--- config.mk ---
export PLATFORM = sky130hd
export DESIGN_NAME = user_io_ctrl_flat
export DESIGN_NICKNAME = d
export VERILOG_FILES = /design/src/rtl/user_io_pkg.sv /design/src/rtl/user_io_ctrl_if.sv /design/src/rtl/io_sync_edge.sv /design/src/rtl/user_io_ctrl.sv /design/src/flat_wrapper.sv
export SDC_FILE = /design/constraint.sdc
export NUM_CORES = 1
export LEC_CHECK = 0
export ABC_CLOCK_PERIOD_IN_PS = 16600
export CORE_ASPECT_RATIO = 1.2
export CORE_MARGIN = 3
export CORE_UTILIZATION = 52
export DETAILED_ROUTE_END_ITERATION = 8
export GPL_TIMING_DRIVEN = 0
export PLACE_DENSITY = 0.8
export SLEW_MARGIN = 20
export SYNTH_ARGS = -nofsm -noshare
export SYNTH_HDL_FRONTEND = slang
export SYNTH_SLANG_ARGS = --single-unit
--- constraint.sdc ---
create_clock -name wb_clk_i -period 16.6 [get_ports wb_clk_i]
set_clock_uncertainty 0.1 [all_clocks]
set_input_delay 4.98 -clock wb_clk_i [delete_from_list [all_inputs] [get_ports wb_clk_i]]
set_output_delay 4.98 -clock wb_clk_i [all_outputs]
set_load 0.02 [all_outputs]
--- src/rtl/user_io_pkg.sv ---
// Shared definitions for the user I/O controller: register offsets,
// field width and the byte-lane merge helper used by every writable register.
package user_io_pkg;

  localparam int FIELD_W = 64;

  localparam logic [7:0] OFS_OUT_LO  = 8'h00;
  localparam logic [7:0] OFS_OUT_HI  = 8'h04;
  localparam logic [7:0] OFS_OEB_LO  = 8'h08;
  localparam logic [7:0] OFS_OEB_HI  = 8'h0C;
  localparam logic [7:0] OFS_IN_LO   = 8'h10;
  localparam logic [7:0] OFS_IN_HI   = 8'h14;
  localparam logic [7:0] OFS_IE_LO   = 8'h18;
  localparam logic [7:0] OFS_IE_HI   = 8'h1C;
  localparam logic [7:0] OFS_STAT_LO = 8'h20;
  localparam logic [7:0] OFS_STAT_HI = 8'h24;

  // Replace only the byte lanes whose select bit is set.
  function automatic logic [31:0] byte_merge(input logic [31:0] old_v,
                                             input logic [31:0] new_v,
                                             input logic [3:0]  sel);
    logic [31:0] res;
    res = old_v;
    for (int b = 0; b < 4; b++) begin
      if (sel[b]) res[8*b +: 8] = new_v[8*b +: 8];
    end
    return res;
  endfunction

endpackage

--- src/rtl/user_io_ctrl_if.sv ---
// Wishbone slave bus bundle between the management core and the user I/O block.
interface user_io_ctrl_if;

  logic        wbs_cyc_i;
  logic        wbs_stb_i;
  logic        wbs_we_i;
  logic [3:0]  wbs_sel_i;
  logic [31:0] wbs_adr_i;
  logic [31:0] wbs_dat_i;
  logic [31:0] wbs_dat_o;
  logic        wbs_ack_o;

  modport master (
    output wbs_cyc_i, wbs_stb_i, wbs_we_i, wbs_sel_i, wbs_adr_i, wbs_dat_i,
    input  wbs_dat_o, wbs_ack_o
  );

  modport slave (
    input  wbs_cyc_i, wbs_stb_i, wbs_we_i, wbs_sel_i, wbs_adr_i, wbs_dat_i,
    output wbs_dat_o, wbs_ack_o
  );

endinterface

--- src/rtl/io_sync_edge.sv ---
// Pad input synchroniser with a trailing previous-sample flop, producing the
// synchronised value and a one-cycle rising-edge pulse per bit.
module io_sync_edge #(
  parameter int W      = 1,
  parameter int STAGES = 2
) (
  input  logic         clk,
  input  logic         rst,
  input  logic [W-1:0] din,
  output logic [W-1:0] sync_val,
  output logic [W-1:0] rise
);

  logic [W-1:0] chain [STAGES];
  logic [W-1:0] prev;

  // Shift the pads through the synchroniser chain and keep one older sample.
  always_ff @(posedge clk or posedge rst) begin
    if (rst) begin
      for (int i = 0; i < STAGES; i++) chain[i] <= '0;
      prev <= '0;
    end else begin
      chain[0] <= din;
      for (int i = 1; i < STAGES; i++) chain[i] <= chain[i-1];
      prev <= chain[STAGES-1];
    end
  end

  assign sync_val = chain[STAGES-1];
  assign rise     = sync_val & ~prev;

endmodule

--- src/rtl/user_io_ctrl.sv ---
// Wishbone-controlled GPIO block: output/enable registers with a logic-analyser
// override, synchronised inputs, per-pin rising-edge status and a level interrupt.
module user_io_ctrl
  import user_io_pkg::*;
#(
  parameter int          NUM_IO      = 38,
  parameter int          SYNC_STAGES = 2,
  parameter logic [31:0] BASE_ADDR   = 32'h3000_0000,
  parameter logic [31:0] ADDR_MASK   = 32'hFFFF_FF00
) (
  input  logic              wb_clk_i,
  input  logic              wb_rst_i,
  user_io_ctrl_if.slave     wbs,
  input  logic [NUM_IO-1:0] io_in,
  output logic [NUM_IO-1:0] io_out,
  output logic [NUM_IO-1:0] io_oeb,
  input  logic              la_ovr_en,
  input  logic [NUM_IO-1:0] la_ovr_out,
  output logic              user_irq
);

  // Bits at or above NUM_IO never hold state and always read back as zero.
  localparam logic [FIELD_W-1:0] VALID =
    (NUM_IO >= FIELD_W) ? {FIELD_W{1'b1}} : ((64'd1 << NUM_IO) - 64'd1);
  localparam logic [2:0] ARM_DONE = 3'(SYNC_STAGES + 1);

  logic [FIELD_W-1:0] out_q, oeb_q, ie_q, stat_q;
  logic [FIELD_W-1:0] out_d, oeb_d, ie_d, stat_d, w1c;
  logic [FIELD_W-1:0] in_full, rise_full;
  logic [NUM_IO-1:0]  sync_val, rise;
  logic [31:0]        dat_q, rd_data;
  logic               ack_q, irq_q;
  logic [2:0]         arm_cnt;
  logic               armed, win_hit, req;
  logic [7:0]         ofs_w;

  io_sync_edge #(.W(NUM_IO), .STAGES(SYNC_STAGES)) u_sync (
    .clk      (wb_clk_i),
    .rst      (wb_rst_i),
    .din      (io_in),
    .sync_val (sync_val),
    .rise     (rise)
  );

  // Zero-extend the pad-wide vectors to the full 64-bit field layout.
  always_comb begin
    in_full   = '0;
    rise_full = '0;
    in_full[NUM_IO-1:0]   = sync_val;
    rise_full[NUM_IO-1:0] = rise;
  end

  assign win_hit = (wbs.wbs_adr_i & ADDR_MASK) == BASE_ADDR;
  assign req     = wbs.wbs_cyc_i & wbs.wbs_stb_i & win_hit & ~ack_q;
  assign ofs_w   = {wbs.wbs_adr_i[7:2], 2'b00};
  assign armed   = (arm_cnt == ARM_DONE);

  // Read mux over the register map; unmapped offsets return zero.
  always_comb begin
    rd_data = '0;
    case (ofs_w)
      OFS_OUT_LO:  rd_data = out_q[31:0];
      OFS_OUT_HI:  rd_data = out_q[63:32];
      OFS_OEB_LO:  rd_data = oeb_q[31:0];
      OFS_OEB_HI:  rd_data = oeb_q[63:32];
      OFS_IN_LO:   rd_data = in_full[31:0];
      OFS_IN_HI:   rd_data = in_full[63:32];
      OFS_IE_LO:   rd_data = ie_q[31:0];
      OFS_IE_HI:   rd_data = ie_q[63:32];
      OFS_STAT_LO: rd_data = stat_q[31:0];
      OFS_STAT_HI: rd_data = stat_q[63:32];
      default:     rd_data = '0;
    endcase
  end

  // Next register values from a byte-masked write; STAT lanes form a clear mask.
  always_comb begin
    out_d = out_q;
    oeb_d = oeb_q;
    ie_d  = ie_q;
    w1c   = '0;
    if (req && wbs.wbs_we_i) begin
      case (ofs_w)
        OFS_OUT_LO:  out_d[31:0]  = byte_merge(out_q[31:0],  wbs.wbs_dat_i, wbs.wbs_sel_i);
        OFS_OUT_HI:  out_d[63:32] = byte_merge(out_q[63:32], wbs.wbs_dat_i, wbs.wbs_sel_i);
        OFS_OEB_LO:  oeb_d[31:0]  = byte_merge(oeb_q[31:0],  wbs.wbs_dat_i, wbs.wbs_sel_i);
        OFS_OEB_HI:  oeb_d[63:32] = byte_merge(oeb_q[63:32], wbs.wbs_dat_i, wbs.wbs_sel_i);
        OFS_IE_LO:   ie_d[31:0]   = byte_merge(ie_q[31:0],   wbs.wbs_dat_i, wbs.wbs_sel_i);
        OFS_IE_HI:   ie_d[63:32]  = byte_merge(ie_q[63:32],  wbs.wbs_dat_i, wbs.wbs_sel_i);
        OFS_STAT_LO: w1c[31:0]    = byte_merge(32'h0, wbs.wbs_dat_i, wbs.wbs_sel_i);
        OFS_STAT_HI: w1c[63:32]   = byte_merge(32'h0, wbs.wbs_dat_i, wbs.wbs_sel_i);
        default: ;
      endcase
    end
    out_d = out_d & VALID;
    oeb_d = oeb_d & VALID;
    ie_d  = ie_d  & VALID;
  end

  // A new edge beats a simultaneous clear of the same bit.
  assign stat_d = ((stat_q & ~w1c) | (armed ? rise_full : '0)) & VALID;

  // Saturating count that keeps edge capture off until the synchroniser has filled.
  always_ff @(posedge wb_clk_i or posedge wb_rst_i) begin
    if (wb_rst_i)              arm_cnt <= '0;
    else if (arm_cnt != ARM_DONE) arm_cnt <= arm_cnt + 3'd1;
  end

  // Register file, bus response and interrupt level.
  always_ff @(posedge wb_clk_i or posedge wb_rst_i) begin
    if (wb_rst_i) begin
      out_q  <= '0;
      oeb_q  <= VALID;
      ie_q   <= '0;
      stat_q <= '0;
      ack_q  <= 1'b0;
      dat_q  <= '0;
      irq_q  <= 1'b0;
    end else begin
      out_q  <= out_d;
      oeb_q  <= oeb_d;
      ie_q   <= ie_d;
      stat_q <= stat_d;
      ack_q  <= req;
      if (req && !wbs.wbs_we_i) dat_q <= rd_data;
      irq_q  <= |(stat_q & ie_q);
    end
  end

  assign wbs.wbs_ack_o = ack_q;
  assign wbs.wbs_dat_o = dat_q;
  assign io_out        = la_ovr_en ? la_ovr_out : out_q[NUM_IO-1:0];
  assign io_oeb        = oeb_q[NUM_IO-1:0];
  assign user_irq      = irq_q;

endmodule

--- src/flat_wrapper.sv ---
// flat-port wrapper written by rule: the top's interface ports become plain ports
module user_io_ctrl_flat import user_io_pkg::*;
#(
  parameter int          NUM_IO      = 38,
  parameter int          SYNC_STAGES = 2,
  parameter logic [31:0] BASE_ADDR   = 32'h3000_0000,
  parameter logic [31:0] ADDR_MASK   = 32'hFFFF_FF00
)
  (wb_clk_i, wb_rst_i, io_in, io_out, io_oeb, la_ovr_en, la_ovr_out, user_irq, wbs_wbs_cyc_i, wbs_wbs_stb_i, wbs_wbs_we_i, wbs_wbs_sel_i, wbs_wbs_adr_i, wbs_wbs_dat_i, wbs_wbs_dat_o, wbs_wbs_ack_o);
  user_io_ctrl_if wbs_i ();
  input  logic wb_clk_i;
  input  logic wb_rst_i;
  input  logic [NUM_IO-1:0] io_in;
  output logic [NUM_IO-1:0] io_out;
  output logic [NUM_IO-1:0] io_oeb;
  input  logic la_ovr_en;
  input  logic [NUM_IO-1:0] la_ovr_out;
  output logic user_irq;
  input wire logic [$bits(wbs_i.wbs_cyc_i)-1:0] wbs_wbs_cyc_i;
  input wire logic [$bits(wbs_i.wbs_stb_i)-1:0] wbs_wbs_stb_i;
  input wire logic [$bits(wbs_i.wbs_we_i)-1:0] wbs_wbs_we_i;
  input wire logic [$bits(wbs_i.wbs_sel_i)-1:0] wbs_wbs_sel_i;
  input wire logic [$bits(wbs_i.wbs_adr_i)-1:0] wbs_wbs_adr_i;
  input wire logic [$bits(wbs_i.wbs_dat_i)-1:0] wbs_wbs_dat_i;
  output wire logic [$bits(wbs_i.wbs_dat_o)-1:0] wbs_wbs_dat_o;
  output wire logic [$bits(wbs_i.wbs_ack_o)-1:0] wbs_wbs_ack_o;
  assign wbs_i.wbs_cyc_i = wbs_wbs_cyc_i;
  assign wbs_i.wbs_stb_i = wbs_wbs_stb_i;
  assign wbs_i.wbs_we_i = wbs_wbs_we_i;
  assign wbs_i.wbs_sel_i = wbs_wbs_sel_i;
  assign wbs_i.wbs_adr_i = wbs_wbs_adr_i;
  assign wbs_i.wbs_dat_i = wbs_wbs_dat_i;
  assign wbs_wbs_dat_o = wbs_i.wbs_dat_o;
  assign wbs_wbs_ack_o = wbs_i.wbs_ack_o;
  user_io_ctrl #(.NUM_IO(NUM_IO), .SYNC_STAGES(SYNC_STAGES), .BASE_ADDR(BASE_ADDR), .ADDR_MASK(ADDR_MASK)) u_core (.wb_clk_i(wb_clk_i), .wb_rst_i(wb_rst_i), .wbs(wbs_i), .io_in(io_in), .io_out(io_out), .io_oeb(io_oeb), .la_ovr_en(la_ovr_en), .la_ovr_out(la_ovr_out), .user_irq(user_irq));
endmodule
== Word-level counts from Yosys, hierarchy flattened ==
Cells that the tools add are included.

* Flip-flop bits (word level): 303
* Latch bits: 0
* RAM bits: 0
* ROM bits: 0
* Memories: 0

* $add $sub $neg: 1
* Multipliers: 0
* Div/mod/pow operators: 0
* Order comparisons: 0
* Equality and inequality tests: 12
* Shifts and indexed selects: 0
* Mux-type cells: 10
* Bitwise operators: 10
* Reductions and logical operators: 20

{| class="wikitable"
|+ Operators by type and width
! kind !! count
|-
| case mux 32 bit (10 select lines) || 1
|-
| bitwise AND 38 bit || 3
|-
| two-way mux 38 bit || 3
|-
| NOT 38 bit || 2
|-
| OR reduction 64 bit || 1
|-
| AND reduction 3 bit || 15
|-
| OR 38 bit || 1
|-
| two-way mux 32 bit || 1
|-
| two-way mux 8 bit || 4
|-
| == test 24 x 22 -> 1 bit (second input constant) || 1
|-
| == test 6 x 3 -> 1 bit (second input constant) || 4
|-
| == test 6 x 2 -> 1 bit (second input constant) || 2
|-
| == test 6 x 4 -> 1 bit (second input constant) || 2
|-
| logical NOT 8 bit || 1
|-
| == test 6 x 1 -> 1 bit (second input constant) || 1
|-
| two-way mux 6 bit || 1
|-
| adder 3 x 1 -> 3 bit (second input constant) || 1
|-
| bitwise AND 1 bit || 3
|-
| == test 3 x 2 -> 1 bit (second input constant) || 1
|-
| inequality test 3 x 2 -> 1 bit (second input constant) || 1
|-
| logical AND 1 bit || 2
|-
| logical NOT 1 bit || 1
|-
| NOT 1 bit || 1
|}

== Depth between registers and ports, before layout ==
* Word-level depth: 8
* Depth in mapped cells: 8
* Gate-level depth less buffers: 6

== Hierarchy ==
From an unflattened synthesis, not the netlist that was laid out.

* Cell total of the unflattened synthesis: 960
* Area total of the unflattened synthesis: 12,941.2 um^2

{| class="wikitable"
|+ Modules (own cells, without submodules)
! module !! times used !! cells an instance !! area each (um^2) !! sequential area each (um^2)
|-
| user_io_ctrl || 1 || 769 || 9,276.4 || 4,777.1
|-
| io_sync_edge || 1 || 191 || 3,664.8 || 2,852.7
|}

== Least setup slack after synthesis ==
OpenSTA, ideal clock, no wires.

* Kind: input port to output port
* Start point: input port la_ovr_en
* End point: output port io_out[17]
* Data arrival time: 6.087 ns
* Path slack: 5.433 ns
* Cell stages on the path: 3
* Path buffers: 2
* Path through: clkbuf_1 > buf_1 > mux2_2

* Longest elaborated chain between the ends: 1

{| class="wikitable"
|+ RTL lines
! what !! line !! text
|-
| start: declaration || flat_wrapper.sv:16 || <nowiki>input logic la_ovr_en;</nowiki>
|-
| two-way mux 38 bit || user_io_ctrl.sv:132 || <nowiki>assign io_out = la_ovr_en ? la_ovr_out : out_q[NUM_IO-1:0];</nowiki>
|-
| end: declaration || flat_wrapper.sv:14 || <nowiki>output logic [NUM_IO-1:0] io_out;</nowiki>
|}

No other way between the ends.

== Worst setup path in the final report ==
* Start point: input port la_ovr_en
* End point: output port io_out[29]

Same word-level chain as after synthesis.

==> qor.csv <==
stage,metric,value,unit
layout,Ant. Diodes,0,
logic_synthesis,Yosys warnings,0,
timing,max-slew violations,0,
cts,Post-CTS Hold Fix Bufs,0,
hold_path,hold path depth,0,
layout,share of cells above drive strength 1,0.2145,
cts,Worst-Skew Late Latency,560,ps
logic_synthesis,Yosys top cell area share,0.4992,
run,MaxCap Viol Count,0,
route,Routed Antenna Nets,0,
worst_setup_path,type of origin of the critical path,primary input,
logic_synthesis,Synth area leader,dfrtp_1,
timing,Total Neg Setup Slack,0,ps
worst_setup_path,required time of the critical path,11520,ps
grt,GRT Residual Overflow,0,
cts,"Reg clk slew, reported paths",70,ps
logic_synthesis,"Seq/Total Area, Yosys",0.5743,
placement,RD Place Congestion,0.9205,
worst_setup_path,CP Data Arrival Time,7350,ps
logic_synthesis,ys async rst share,1.000,
cts,H-Tree Depth,1,
cts,cts bufs inserted,30,
cts,Clock Sinks,303,
timing,final setup violation count,0,
worst_setup_path,kind of critical path,in -> out,
grt,first-pass GRT wire length,63.32,mm
route,DRT iter0 DRCs,1130,
route,vias,10554,
cts,Clock Tree Root,clkbuf_16,
power_and_ir_drop,Final Power,0.001591,W
cts,setup bufs post-CTS,0,
logic_synthesis,"Net Count, Synth",1203,
logic_synthesis,Synth Instances,1051,
layout,Final nets,1490,
logic_synthesis,Synth Register Bits,303,
logic_synthesis,"Cell Area, Synth",13290,um2
floorplanning,Initial Util,0.5334,
route,final WL,41.15,mm
status,status,"complete, no violations",
route,routed length per instance,24.41,um
power_and_ir_drop,Peak VDD IR,0.00007777,V
placement,Port Buffers,252,
timing,Fmax,80.43,MHz
timing,Tightest Pin Transition,1034,ps
route,DRC violations left,0,
worst_setup_path,Crit. End Element,output port,
worst_setup_path,crit path max fanout,10,
layout,final core occ,0.6962,
worst_setup_path,length in cells of the worst reg-to-reg path,8,
timing,fin crit share,0.7490,
cts,Post-CTS Resized,0,
timing,RSZ-0062 raised after global routing,no,
floorplanning,Die Y-Extent,181.1,um
grt,vias in the first global route,10803,
logic_synthesis,top post-synthesis cells by count,"dfrtp_1 (265), mux2_2 (164), nand3_1 (113)",
floorplanning,core box area,24910,um2
logic_synthesis,Avg Synthesized Cell Area,12.64,um2
power_and_ir_drop,pwr dens,91.77,nW/um2
grt,largest net degree at the start of global routing,92,
cts,clock buffer depth,3,
floorplanning,cell row count,63,
cts,CTS tree,done,
placement,detailed placer's ending HPWL,29.71,mm
timing,Fin. Hold Viols,0,
logic_synthesis,"Top FF cell, synth",dfrtp_1,
grt,total track usage,0.2910,
logic_synthesis,Netlist cell types,46,
floorplanning,Die Footprint,27510,um2
layout,layout overhead on the synthesized area,30.52,%
route,vias per cell,6.260,
floorplanning,Ports,260,
route,First-pass DRT Iterations,6,
floorplanning,Die W,151.9,um
logic_synthesis,Synth area leaders,"dfrtp_1 (50%), mux2_2 (14%), dfstp_2 (7.5%), nand3_1 (4.3%), nor4_4 (2.9%)",
logic_synthesis,most frequent cell after synthesis,dfrtp_1,
timing,Tmin final,12430,ps
timing,hold slack,242.8,ps
grt,initial antenna violation count,3,
timing,Max-slew headroom,0.3109,
power_and_ir_drop,Lkg Pwr,7.484,nW
logic_synthesis,Post-synth EDFFs,0,
hold_path,Hold WC Path Type,reg -> reg,
-- critical path: stages --
cell and delay, ps:
clkbuf_1 550, buf_1 840, mux2_2 430, clkdlybuf4s50_1 540
-- registers in the layout, summed over array words and instances, names as in the netlist, 3 cells and up --
| register | cells |
|---|---|
| u_core.arm_cnt | 3 |
| u_core.ie_q | 38 |
| u_core.oeb_q | 38 |
| u_core.out_q | 38 |
| u_core.stat_q | 38 |
| u_core.u_sync.chain | 38 |
| u_core.u_sync.prev | 38 |
| u_core.u_sync.sync_val | 38 |
| u_core.wbs.wbs_dat_o | 32 |
-- kinds of logic (layout without fill, tap and decap cells) --
| kind of cell | count (synthesis) | count (layout) | synth area share |
|---|---|---|---|
| flip-flops | 303 | 303 | 0.5743 |
| adder cells (fa/ha/maj) | 2 | 2 | 0.001883 |
| multiplexers | 203 | 203 | 0.1698 |
| AO/OA/AOI/OAI | 125 | 125 | 0.07035 |
| XOR/XNOR | 1 | 1 | 0.0006594 |
| buffers and inverters | 102 | 412 | 0.03117 |
| AND/OR/NAND/NOR | 315 | 315 | 0.1518 |
-- metal layers --
layer	track usage	part of all wire	wire length [um]
met4	0.1353	0.051	2089
met2	0.4799	0.49	20130
met5	0	0.0011	46
met1	0.3645	0.36	15020
met3	0.07044	0.094	3864
-- placed cells by master (no fill, tap or decap), drive strengths merged, types with 5 or more instances in the layout --
cell,instances
a211oi,11
a21oi,12
a221oi,9
a22o,41
a22oi,12
buf,32
bufinv,5
clkbuf,81
clkdlybuf4s50,252
clkinv,11
dfrtp,265
dfstp,38
inv,28
mux2,169
mux2i,33
nand2,52
nand3,113
nand4,32
nor2,14
nor3,13
nor4,46
o21ai,7
o22ai,25
o41ai,7
or4,27
-- through the flow --
stage	std cells	setup WS (ps)	area [um2]
floorplan	1051	3209	13290
global placement	1628	-48.44	16210
detailed placement	1631	4196	16300
CTS	1686	4167	17340
global route	1686	4120	17340
finish	1686	4167	17340
-- area by class of cell --
| class | instances | area, um2 |
|---|---|---|
| sequential | 303 | 7630 |
| fill | 1806 | 7569 |
| multi-input combinational | 646 | 5241 |
| timing repair buffer | 255 | 2605 |
| clock buffer | 36 | 804.5 |
| tap | 325 | 406.6 |
| buffer | 74 | 309.0 |
| clock inverter | 19 | 231.5 |
| inverter | 28 | 112.6 |
-- report_power, final --
| group | internal, W | switching [W] |
|---|---|---|
| sequential | 0.000753 | 0.00000752 |
| clock | 0.000423 | 0.000287 |
| combinational | 0.0000550 | 0.0000665 |
-- final timing paths --
path / to / slack [ps] / start
worst min register to register: u_core.u_sync.sync_val[12] / 240 / u_core.u_sync.chain[50]
worst max-delay path: io_out[29] / 4170 / la_ovr_en
worst max register to register: u_core.stat_q[17] / 13180 / u_core.wbs.wbs_ack_o
min in group asynchronous: u_core.out_q[33] / 4770 / wb_rst_i
max in group asynchronous: u_core.oeb_q[15] / 10500 / wb_rst_i
worst min-delay path: u_core.u_sync.sync_val[12] / 240 / u_core.u_sync.chain[50]
Power figures use the tool's default switching activity.
